[src/rtl/scr1_imem_arb2_if.sv]
// One imem-style request/response port: a requester drives req/addr, the
// responder drives req_ack/rdata/resp.
interface scr1_imem_arb2_if #(
  parameter int unsigned ADDR_W = 32
);
  logic              req;
  logic [ADDR_W-1:0] addr;
  logic              req_ack;
  logic [31:0]       rdata;
  logic [1:0]        resp;

  modport master (output req, addr, input req_ack, rdata, resp);
  modport slave  (input req, addr, output req_ack, rdata, resp);
endinterface

[src/rtl/scr1_imem_arb2.sv]
// Two-master round-robin arbiter for the SCR1 imem port. Requests lock until
// accepted; an in-order ID FIFO steers each response back to its issuer.
module scr1_imem_arb2 #(
  parameter  int unsigned ADDR_W = 32,
  parameter  int unsigned OUTST  = 2,
  localparam int unsigned CntW   = $clog2(OUTST + 1)
) (
  input  logic                 clk,
  input  logic                 rst,
  scr1_imem_arb2_if.slave      m0_if,
  scr1_imem_arb2_if.slave      m1_if,
  scr1_imem_arb2_if.master     imem_if,
  output logic [CntW-1:0]      outst_cnt,
  output logic                 err_unexp
);

  localparam int unsigned PtrW = (OUTST > 1) ? $clog2(OUTST) : 1;

  logic             lock_q, lock_d;
  logic             lock_own_q, lock_own_d;
  logic             prio_q, prio_d;
  logic [OUTST-1:0] fifo_q, fifo_d;
  logic [PtrW-1:0]  wptr_q, wptr_d;
  logic [PtrW-1:0]  rptr_q, rptr_d;
  logic [CntW-1:0]  cnt_q, cnt_d;
  logic             err_q, err_d;

  logic owner_vld, owner;
  logic full, empty, push, pop, head, resp_vld;

  function automatic logic [PtrW-1:0] ptr_inc(input logic [PtrW-1:0] p);
    return (p == PtrW'(OUTST - 1)) ? '0 : p + PtrW'(1);
  endfunction

  // A locked owner keeps the port regardless of priority until it is acked.
  always_comb begin
    owner_vld = 1'b0;
    owner     = 1'b0;
    if (lock_q) begin
      owner     = lock_own_q;
      owner_vld = lock_own_q ? m1_if.req : m0_if.req;
    end else if (m0_if.req && m1_if.req) begin
      owner_vld = 1'b1;
      owner     = prio_q;
    end else if (m0_if.req) begin
      owner_vld = 1'b1;
    end else if (m1_if.req) begin
      owner_vld = 1'b1;
      owner     = 1'b1;
    end
  end

  assign full     = (cnt_q == CntW'(OUTST));
  assign empty    = (cnt_q == '0);
  assign resp_vld = (imem_if.resp != 2'b00);
  assign head     = fifo_q[rptr_q];

  assign imem_if.req  = owner_vld & ~full;
  assign imem_if.addr = owner_vld ? (owner ? m1_if.addr : m0_if.addr) : '0;

  assign push = imem_if.req & imem_if.req_ack;
  // Pop uses the pre-push head; a same-cycle response to a new request is unexpected.
  assign pop  = resp_vld & ~empty;

  assign m0_if.req_ack = push & ~owner;
  assign m1_if.req_ack = push & owner;
  assign m0_if.rdata   = imem_if.rdata;
  assign m1_if.rdata   = imem_if.rdata;
  assign m0_if.resp    = (pop && !head) ? imem_if.resp : 2'b00;
  assign m1_if.resp    = (pop && head)  ? imem_if.resp : 2'b00;

  assign outst_cnt = cnt_q;
  assign err_unexp = err_q;

  always_comb begin
    lock_d     = lock_q;
    lock_own_d = lock_own_q;
    prio_d     = prio_q;
    fifo_d     = fifo_q;
    wptr_d     = wptr_q;
    rptr_d     = rptr_q;
    cnt_d      = cnt_q + CntW'(push) - CntW'(pop);
    err_d      = err_q | (resp_vld & empty);

    if (push) begin
      lock_d         = 1'b0;
      prio_d         = ~owner;
      fifo_d[wptr_q] = owner;
      wptr_d         = ptr_inc(wptr_q);
    end else if (imem_if.req) begin
      lock_d     = 1'b1;
      lock_own_d = owner;
    end

    if (pop) begin
      rptr_d = ptr_inc(rptr_q);
    end
  end

  always_ff @(posedge clk) begin
    if (rst) begin
      lock_q     <= 1'b0;
      lock_own_q <= 1'b0;
      prio_q     <= 1'b0;
      fifo_q     <= '0;
      wptr_q     <= '0;
      rptr_q     <= '0;
      cnt_q      <= '0;
      err_q      <= 1'b0;
    end else begin
      lock_q     <= lock_d;
      lock_own_q <= lock_own_d;
      prio_q     <= prio_d;
      fifo_q     <= fifo_d;
      wptr_q     <= wptr_d;
      rptr_q     <= rptr_d;
      cnt_q      <= cnt_d;
      err_q      <= err_d;
    end
  end

endmodule

[src/flat_wrapper.sv]
// flat-port wrapper written by rule: the top's interface ports become plain ports
module scr1_imem_arb2_flat 
#(
  parameter  int unsigned ADDR_W = 32,
  parameter  int unsigned OUTST  = 2,
  localparam int unsigned CntW   = $clog2(OUTST + 1)
)
  (clk, rst, outst_cnt, err_unexp, m0_if_req, m0_if_addr, m0_if_req_ack, m0_if_rdata, m0_if_resp, m1_if_req, m1_if_addr, m1_if_req_ack, m1_if_rdata, m1_if_resp, imem_if_req, imem_if_addr, imem_if_req_ack, imem_if_rdata, imem_if_resp);
  scr1_imem_arb2_if #(.ADDR_W(ADDR_W)) m0_if_i ();
  scr1_imem_arb2_if #(.ADDR_W(ADDR_W)) m1_if_i ();
  scr1_imem_arb2_if #(.ADDR_W(ADDR_W)) imem_if_i ();
  input  logic clk;
  input  logic rst;
  output logic [CntW-1:0] outst_cnt;
  output logic err_unexp;
  input wire logic [$bits(m0_if_i.req)-1:0] m0_if_req;
  input wire logic [$bits(m0_if_i.addr)-1:0] m0_if_addr;
  output wire logic [$bits(m0_if_i.req_ack)-1:0] m0_if_req_ack;
  output wire logic [$bits(m0_if_i.rdata)-1:0] m0_if_rdata;
  output wire logic [$bits(m0_if_i.resp)-1:0] m0_if_resp;
  input wire logic [$bits(m1_if_i.req)-1:0] m1_if_req;
  input wire logic [$bits(m1_if_i.addr)-1:0] m1_if_addr;
  output wire logic [$bits(m1_if_i.req_ack)-1:0] m1_if_req_ack;
  output wire logic [$bits(m1_if_i.rdata)-1:0] m1_if_rdata;
  output wire logic [$bits(m1_if_i.resp)-1:0] m1_if_resp;
  output wire logic [$bits(imem_if_i.req)-1:0] imem_if_req;
  output wire logic [$bits(imem_if_i.addr)-1:0] imem_if_addr;
  input wire logic [$bits(imem_if_i.req_ack)-1:0] imem_if_req_ack;
  input wire logic [$bits(imem_if_i.rdata)-1:0] imem_if_rdata;
  input wire logic [$bits(imem_if_i.resp)-1:0] imem_if_resp;
  assign m0_if_i.req = m0_if_req;
  assign m0_if_i.addr = m0_if_addr;
  assign m0_if_req_ack = m0_if_i.req_ack;
  assign m0_if_rdata = m0_if_i.rdata;
  assign m0_if_resp = m0_if_i.resp;
  assign m1_if_i.req = m1_if_req;
  assign m1_if_i.addr = m1_if_addr;
  assign m1_if_req_ack = m1_if_i.req_ack;
  assign m1_if_rdata = m1_if_i.rdata;
  assign m1_if_resp = m1_if_i.resp;
  assign imem_if_req = imem_if_i.req;
  assign imem_if_addr = imem_if_i.addr;
  assign imem_if_i.req_ack = imem_if_req_ack;
  assign imem_if_i.rdata = imem_if_rdata;
  assign imem_if_i.resp = imem_if_resp;
  scr1_imem_arb2 #(.ADDR_W(ADDR_W), .OUTST(OUTST)) u_core (.clk(clk), .rst(rst), .m0_if(m0_if_i), .m1_if(m1_if_i), .imem_if(imem_if_i), .outst_cnt(outst_cnt), .err_unexp(err_unexp));
endmodule
[config.mk]
export PLATFORM = sky130hd
export DESIGN_NAME = scr1_imem_arb2_flat
export DESIGN_NICKNAME = d
export VERILOG_FILES = /design/src/rtl/scr1_imem_arb2_if.sv /design/src/rtl/scr1_imem_arb2.sv /design/src/flat_wrapper.sv
export SDC_FILE = /design/constraint.sdc
export NUM_CORES = 1
export LEC_CHECK = 0
export ABC_AREA = 1
export CAP_MARGIN = 30
export CORE_ASPECT_RATIO = 0.7
export CORE_MARGIN = 8
export CORE_UTILIZATION = 22
export DETAILED_ROUTE_END_ITERATION = 7
export PLACE_DENSITY = 0.78
export SETUP_SLACK_MARGIN = 0.1
export SYNTH_ARGS = -nofsm -noshare
export SYNTH_HDL_FRONTEND = slang
export SYNTH_SLANG_ARGS = --single-unit
export TNS_END_PERCENT = 5
[constraint.sdc]
create_clock -name clk -period 1.48 [get_ports clk]
set_clock_uncertainty 0.15 [all_clocks]
set_input_delay 0.148 -clock clk [delete_from_list [all_inputs] [get_ports clk]]
set_output_delay 0.148 -clock clk [all_outputs]
set_load 0.005 [all_outputs]
==> run_results.csv, run 1 <==
group,metric,value,unit
timing,setup_viol,44,
final_layout,syn2layout_area_growth,92.0,%
die,rows,25,
synth,synthDistinctLibCells,20,
cts,clock_path_buffers,2,
cts,htreeDepth,1,
cts,cts.sinks,10,
critical_path,path_cells,"nand2_2 > buf_6 > nand2_4 > nand2_4 > buf_12 > buf_6 > buf_16 > o21ai_0 > nor2_1 > buf_2",
final_layout,drive_gt1_share,43.5,%
timing,max_slew_margin,82.5,%
place,port_buffers,112,
die,die_h,84.8,um
power,power,0.00285,W
cts,clock_latency,0.24,ns
critical_path,slowest_delay,0.36,ns
place,dp_hpwl,4840,um
power,ir_drop,0.584,mV
timing,hold_viol_final,0,
place,placed_area,0.00241,mm2
timing,period_share,126,%
grt,grt_pass1_vias,1860,
critical_path,crit_slowest_cell,"dfxtp_2",
critical_path,critPathLaunch,"u_core.lock_q",
grt,antenna_found_initial,0,
timing,layout_setup_ws,-0.384,ns
critical_path,r2r_slack,-0.10,ns
final_layout,utilization,42.9,%
detailed_routing,detail_route.wirelength,6780,um
synth,synth.avg_cell_area,5.93,um2
status,status,"complete, but fails checks",
critical_path,critPathKind,"reg2out",
detailed_routing,drc,0,
critical_path,cp.required,1.18,ns
synth,ys_seq_area_share,13.5,%
die,die_area,0.00969,mm2
detailed_routing,vias,1841,
power,leakage,1.29,nW
synth,synth_cells,251,
status,violations,"negative setup slack",
synth,synth_top_area_share,32.3,%
die,start_util,22.3,%
final_layout,fillers,680,
final_layout,multi_input_area,880,um2
hold_path,holdCritPathClass,"in2out",
power,p_per_area,998,mW/mm2
critical_path,start_kind,"flip-flop",
grt,grt-ovfl-total,0,
critical_path,worstRegToRegCells,9,
timing,setup-tns-final,-11.21,ns
timing,tightest_slew,0.262,ns
critical_path,cp-end-kind,"output port",
synth,netlist_top_cells_area,"buf_4 32%, nor2_1 19%, dfxtp_1 13%",
timing,rsz0062_at_grt,"yes",
synth,yosysWarnings,0,
grt,grt_pass1_wl,10200,um
grt,grtUsageTotal,13.4,%
final_layout,postLayoutCellArea,0.00286,mm2
final_layout,nNetsFinal,438,
cts,cts_buffers,3,
die,ioPinCount,209,
critical_path,arrival,1.57,ns
synth,ys_ff_latch,10,
timing,finalCriticalPeriod,1.86,ns
detailed_routing,via_per_inst,4.31,
critical_path,reg2reg_to,"u_core.outst_cnt[1]",
timing,timing.fmax,537,MHz
detailed_routing,antenna_left,0,
critical_path,crit_fanout,5,
die,fp.dieW,114,um
critical_path,reg2reg_from,"u_core.outst_cnt[0]",
grt,grt_max_degree,21,
synth,netlist_area,0.00149,mm2
detailed_routing,drt_iter0_drc,57,
cts,ctsRootBufferMaster,"clkbuf_8",
final_layout,seq_area,209,um2
timing,slew_viol_final,0,
die,core,0.00666,mm2
synth,syn_nets,355,
critical_path,cp-endpoint,"imem_if_addr[24]",
cts,cts.clk_slew.worst_paths,0.05,ns
run,maxCapViolCount,0,
cts,cts_tree,"done",
final_layout,diodes,0,
detailed_routing,wl_per_cell,15.9,um
detailed_routing,first_pass_iters,4,
synth,yosys.area.top_type,"buf_4",
place,gp_congestion,0.822,
[worst max-delay path: cells and delay by family, from the launching register on]
kind / cells / cell delay [ns]
buffers and inverters: 5 / 0.63
DFF: 1 / 0.36
and+or+nand+nor: 4 / 0.27
AOI/OAI and AO/OA: 1 / 0.07
[per-layer routing]
metal	routed length [um]	part of all wire [%]	up-vias	global-route usage, %
li1	-	-	899	-
met1	2650	39	822	14.4
met2	3400	50	105	23.7
met5	0	0	-	0
met3	577	8.5	15	4.37
met4	147	2.2	0	5.29
[sequential cells by signal, indices dropped and copies added (netlist names)]
| signal | flops |
|---|---|
| u_core.err_unexp | 1 |
| u_core.fifo_q | 2 |
| u_core.lock_own_q | 1 |
| u_core.lock_q | 1 |
| u_core.outst_cnt | 2 |
| u_core.prio_q | 1 |
| u_core.rptr_q | 1 |
| u_core.wptr_q | 1 |
[Yosys cell counts, drive strengths merged]
cell type	count
nor2	76
buf	72
o21ai	39
inv	18
nand2	17
a21oi	10
dfxtp	10
nand4	4
nand3	2
clkbuf	1
ha	1
xnor2	1
[layout make-up]
cell class	instances	share of cell area [%]
multi-input combinational	150	30.8
sequential	10	7.31
timing repair buffer	151	53.0
clock buffer	4	1.93
inverter	18	2.80
tap	94	4.12
[power breakdown]
group | switching (W) | internal, W
Combinational | 0.000912 | 0.00116
Clock | 0.000113 | 0.000234
Sequential | 0.0000703 | 0.000356
[placed cells by master, fill, tap and decap left out, drive strengths merged]
cell           netlist  final
nand2               17     17
nor2                76     76
clkbuf               1      4
xnor2                1      1
clkdlybuf4s15        0      5
dlymetal6s2s         0      1
nand3                2      2
inv                 18     18
dfxtp               10     10
buf                 72     74
dlygate4sd2          0      4
nand4                4      4
a21oi               10     10
o21ai               39     39
clkdlybuf4s50        0     66
bufbuf               0      1
ha                   1      1
[kinds of logic (layout without fill, tap and decap cells)]
family          after synthesis  in the layout  synth area share [%]
fa+ha+maj                     1              1                 0.841
buf+inv                      91            173                  41.1
compound gates               49             49                  17.5
simple gates                 99             99                  26.5
flops                        10             10                  13.5
xor+xnor                      1              1                 0.589
[per-stage QoR]
step	setup WS, ns	hold WS (ns)	cells
2_1_floorplan	0.0774	0.0671	251
3_3_place_gp	-0.821	0.146	408
3_5_place_dp	-0.823	0.146	408
4_1_cts	-0.394	0.146	424
5_1_grt	-0.450	0.146	427
6_report	-0.384	0.146	427
[timing repair]
item | in CTS | in global routing
hold buffers | 0 | 0
pin swaps | 12 | 11
resized for setup | 224 | 47
gates cloned | 7 | 0
buffers inserted | 5 | 3
endpoints found under the setup margin | 49 | 48
[how the worst min path moves through the flow]
stage / start / end / cells after the start
2_1_floorplan: rst / u_core.err_unexp / 1
5_1_grt: imem_if_rdata[31] / m0_if_rdata[31] / 0
3_5_place_dp: imem_if_rdata[15] / m0_if_rdata[15] / 0
6_report: imem_if_rdata[10] / m0_if_rdata[10] / 0
4_1_cts: imem_if_rdata[15] / m0_if_rdata[15] / 0
3_3_place_gp: imem_if_rdata[15] / m0_if_rdata[15] / 0
Note: power is estimated with default switching activity, not from simulation.
==> run 2: changes to the inputs <==
PLACE_DENSITY = 0.86   (was 0.78)
SLEW_MARGIN = 10   (was default)
==> run 2 against run 1 <==
The run still ends with negative setup slack left; utilization decreased by 1.8 points; sequential share of layout area rose by 0.32 points; clock power is 2% lower; die area stayed put.
==> run_results.csv, run 2 (synthesis gave the netlist of run 1 again) <==
group,metric,value,unit
status,status,"complete, but fails checks",
status,violations,"negative setup slack",
detailed_routing,drc,0,
critical_path,r2r_slack,-0.20,ns
grt,grt_pass1_vias,1896,
cts,ctsRootBufferMaster,"clkbuf_8",
final_layout,syn2layout_area_growth,84.0,%
timing,setup_viol,37,
die,ioPinCount,209,
place,placed_area,0.00242,mm2
critical_path,critPathKind,"reg2out",
final_layout,utilization,41.1,%
die,fp.dieW,114,um
place,dp_hpwl,4600,um
critical_path,path_cells,"nand2_2 > inv_2 > a21oi_4 > buf_12 > inv_12 > buf_12 > nor2_1 > nor2_1 > dlygate4sd2_1",
die,rows,25,
critical_path,worstRegToRegCells,10,
power,ir_drop,0.666,mV
final_layout,final_cell_mix,"66 x clkdlybuf4s50_1, 47 x nor2_1, 27 x buf_4",
detailed_routing,wl_per_cell,15.2,um
critical_path,critical_path.top_delay_family,"buffers and inverters",
power,p_per_area,1000,mW/mm2
critical_path,arrival,1.54,ns
detailed_routing,drt_iter0_drc,41,
timing,tightest_slew,0.316,ns
critical_path,crit_fanout,8,
run,maxCapViolCount,0,
cts,cts_tree,"done",
timing,hold_viol_final,0,
die,die_area,0.00969,mm2
detailed_routing,vias,1800,
detailed_routing,antenna_left,0,
hold_path,holdCritPathClass,"in2out",
final_layout,nNetsFinal,435,
timing,slew_viol_final,0,
final_layout,layoutNonFillerInstCount,424,
detailed_routing,via_per_inst,4.25,
timing,rsz0062_at_grt,"yes",
timing,period_share,124,%
place,port_buffers,112,
place,gp_congestion,0.870,
grt,grt_pass1_wl,10000,um
die,start_util,22.3,%
timing,layout_setup_ws,-0.357,ns
power,leakage,1.21,nW
cts,htreeDepth,1,
cts,cts_buffers,3,
hold_path,whs_path_depth,0,
critical_path,cp.required,1.18,ns
critical_path,crit_slowest_cell,"dfxtp_2",
die,core,0.00666,mm2
critical_path,cp-end-kind,"output port",
grt,grt-ovfl-total,0,
critical_path,start_kind,"flip-flop",
critical_path,path_depth,9,
grt,grtUsageTotal,12.8,%
final_layout,drive_gt1_share,38.5,%
timing,max_slew_margin,78.7,%
place,place_inst,408,
grt,antenna_found_initial,0,
critical_path,slowest_delay,0.33,ns
cts,cts.clk_slew.worst_paths,0.04,ns
cts,clock_latency,0.24,ns
grt,grt_max_degree,21,
detailed_routing,first_pass_iters,4,
final_layout,diodes,0,
timing,finalCriticalPeriod,1.84,ns
cts,cts.sinks,10,
detailed_routing,detail_route.wirelength,6460,um
timing,setup-tns-final,-10.18,ns
power,power,0.00275,W
critical_path,path_buf_inv,5,
timing,timing.fmax,544,MHz
cts,clock_path_buffers,2,
final_layout,final_common_cell,"clkdlybuf4s50_1",
die,die_h,84.8,um
final_layout,postLayoutCellArea,0.00274,mm2
run 2: routing by layer:
layer | GRT usage (%) | vias up | part of all wire, % | wire length (um)
li1 | - | 891 | - | -
met2 | 22.6 | 111 | 48 | 3080
met1 | 13.5 | 779 | 41 | 2620
met5 | 0 | - | 0 | 0
met3 | 5.09 | 19 | 10 | 643
met4 | 4.45 | 0 | 1.8 | 118
run 2: path summary, 6_finish.rpt:
path,from,to
worst min-delay path,imem_if_rdata[10],m1_if_rdata[10]
worst max-delay path,u_core.lock_q,imem_if_addr[8]
worst min register to register,u_core.err_unexp,u_core.err_unexp
worst max register to register,u_core.outst_cnt[1],u_core.outst_cnt[1]
run 2: final cells by class:
type,instances,area [um2]
Inverter,18,80.1
Fill cell,698,3930
Tap cell,94,118
Timing Repair Buffer,148,1430
Sequential cell,10,209
Clock buffer,4,55.1
Multi-Input combinational cell,150,842
run 2: stage by stage:
stage | hold slack (ns) | worst slack, ns
after floorplan | 0.0671 | 0.0774
after global placement | 0.146 | -0.710
after detailed placement | 0.146 | -0.713
after CTS | 0.146 | -0.368
after global routing | 0.146 | -0.446
final | 0.146 | -0.357
run 2: worst register-to-register path: stages, from the launching register on:
cell and delay (ns):
dfxtp_4 0.36, nor2_4 0.09, a21oi_2 0.05, buf_4 0.12, buf_4 0.13, ha_1 0.30
inv_1 0.06, nand4_1 0.12, nand2_1 0.10, nand2_1 0.05, nor2_1 0.09
run 2: where the power goes:
part / switching (W) / internal (W)
logic: 0.000879 / 0.00111
clock network: 0.000106 / 0.000234
registers: 0.0000681 / 0.000355
run 2: what timing repair did:
action,CTS,global route
endpoints found under the setup margin,49,47
pin swaps,8,5
setup buffers,7,1
gates resized for setup,204,27
hold buffers,0,0
gates cloned,3,1
==> run 3: changes to the inputs <==
CORE_ASPECT_RATIO = 0.8   (was 0.7)
==> run 3 against run 2 <==
The run still ends with negative setup slack left; global-route usage rose by 0.53 points; fmax down 4.5%; sequential cell count unchanged; worst hold slack is essentially flat; routed wire length increased by 9.0%; critical path depth stayed put; utilization up 1.9 points; total power is 0.93% higher; first-iteration DRC count rose by 73%; register-to-register slack improved by 0.06 ns; critical endpoint is now imem_if_addr[23].
==> run_results.csv, run 3 (synthesis gave the netlist of run 1 again) <==
group,metric,value,unit
status,status,"complete, but fails checks",
status,violations,"negative setup slack",
grt,grt_pass1_wl,10200,um
detailed_routing,drc,0,
critical_path,crit_fanout,7,
critical_path,path_buf_inv,5,
place,gp_congestion,0.825,
grt,grtUsageTotal,13.3,%
critical_path,cp-end-kind,"output port",
power,ir_drop,0.720,mV
timing,period_share,130,%
timing,setup-tns-final,-12.41,ns
timing,slew_viol_final,0,
detailed_routing,antenna_left,0,
cts,cts.clk_slew.worst_paths,0.05,ns
grt,grt_max_degree,14,
final_layout,final_common_cell,"clkdlybuf4s50_1",
final_layout,syn2layout_area_growth,87.2,%
die,rows,26,
die,die_h,89.6,um
critical_path,crit_slowest_cell,"dfxtp_4",
critical_path,arrival,1.63,ns
cts,clock_latency,0.24,ns
timing,max_slew_margin,84.0,%
detailed_routing,first_pass_iters,4,
die,ioPinCount,209,
grt,grt_pass1_vias,1910,
cts,cts_buffers,3,
cts,clock_path_buffers,2,
timing,rsz0062_at_grt,"yes",
detailed_routing,drt_iter0_drc,71,
final_layout,final_cell_mix,"66 x clkdlybuf4s50_1, 57 x nor2_1, 33 x buf_2",
final_layout,drive_gt1_share,40.7,%
power,p_per_area,996,mW/mm2
grt,grt-ovfl-total,0,
detailed_routing,detail_route.wirelength,7040,um
timing,finalCriticalPeriod,1.92,ns
place,port_buffers,112,
critical_path,start_kind,"flip-flop",
final_layout,fillers,658,
final_layout,nNetsFinal,445,
timing,layout_setup_ws,-0.443,ns
timing,hold_viol_final,0,
cts,cts_tree,"done",
detailed_routing,via_per_inst,4.44,
die,core,0.00647,mm2
critical_path,slowest_delay,0.36,ns
critical_path,path_cells,"buf_6 > nor2_4 > a21oi_4 > buf_12 > inv_12 > buf_6 > nor2_1 > nor2_1 > clkdlybuf4s15_2",
place,dp_hpwl,5120,um
detailed_routing,wl_per_cell,16.6,um
cts,ctsRootBufferMaster,"clkbuf_8",
run,maxCapViolCount,0,
die,fp.dieW,108,um
power,power,0.00277,W
timing,timing.fmax,520,MHz
die,start_util,23.0,%
detailed_routing,vias,1879,
final_layout,diodes,0,
grt,antenna_found_initial,0,
hold_path,holdCritPathClass,"in2out",
critical_path,critPathKind,"reg2out",
timing,whs,0.146,ns
power,leakage,1.26,nW
die,die_area,0.00967,mm2
cts,htreeDepth,1,
final_layout,utilization,43.0,%
timing,setup_viol,42,
cts,cts_hold_buf,0,
critical_path,critical_path.top_delay_family,"buffers and inverters",
place,pre_cts_ws,-0.802,ns
critical_path,cp.required,1.18,ns
cts,cts.sinks,10,
timing,tightest_slew,0.238,ns
==> run 3: cell count changes in the layout (fill, tap and decap cells not counted), sizes merged <==
cell / before / now
clkbuf: 10 / 4
buf: 55 / 79
bufbuf: 1 / 0
a21oi: 10 / 11
clkdlybuf4s15: 14 / 5
==> run 3: worst reg2reg max path: stages (launching register included) <==
cell     delay, ns
dfxtp_2       0.33
nor2_4        0.11
a21oi_2       0.05
buf_4         0.14
ha_1          0.31
inv_1         0.07
nand4_1       0.13
nand2_1       0.11
nand2_1       0.05
nor2_1        0.11
==> run 3: worst paths after layout <==
path	slack (ns)	from	end	cells after the start
setup reg to reg	-0.14	u_core.outst_cnt[0]	u_core.outst_cnt[1]	9
hold / removal	0.15	imem_if_rdata[31]	m0_if_rdata[31]	0
hold reg to reg	0.31	u_core.err_unexp	u_core.err_unexp	2
setup / recovery	-0.44	u_core.lock_q	imem_if_addr[23]	9
==> run 3: through the flow <==
step,area [um2],std cells
after floorplan,1500,251
after global placement,2410,400
after detailed placement,2410,400
after CTS,2720,422
after global routing,2790,423
final,2790,423
==> run 3: power by group <==
part	total, W	switching (W)	internal (W)
sequential	0.000423	0.0000679	0.000355
clock	0.000294	0.000115	0.000179
combinational	0.00206	0.000927	0.00113
total	0.00277	0.00111	0.00166
==> run 3: final cells by class <==
cell class                 instances  area [um2]  area share, %
tap                               84         105           3.77
sequential                        10         209           7.50
timing repair buffer             157        1500           53.9
inverter                          18        82.6           2.96
multi-input combinational        151         846           30.4
clock buffer                       3        41.3           1.48
==> run 3: per-layer routing <==
| layer | GRT usage [%] | wire length (um) | up-vias |
|---|---|---|---|
| li1 | - | - | 913 |
| met1 | 14.4 | 2700 | 850 |
| met2 | 24.2 | 3600 | 99 |
| met3 | 4.32 | 641 | 17 |
| met4 | 4.15 | 103 | 0 |
| met5 | 0 | 0 | - |
==> run 3: timing repair <==
item / in CTS / in global routing
resized for setup: 231 / 32
pin swaps: 18 / 18
endpoints found under the setup margin: 50 / 47
buffers inserted: 12 / 2
gates cloned: 7 / 0
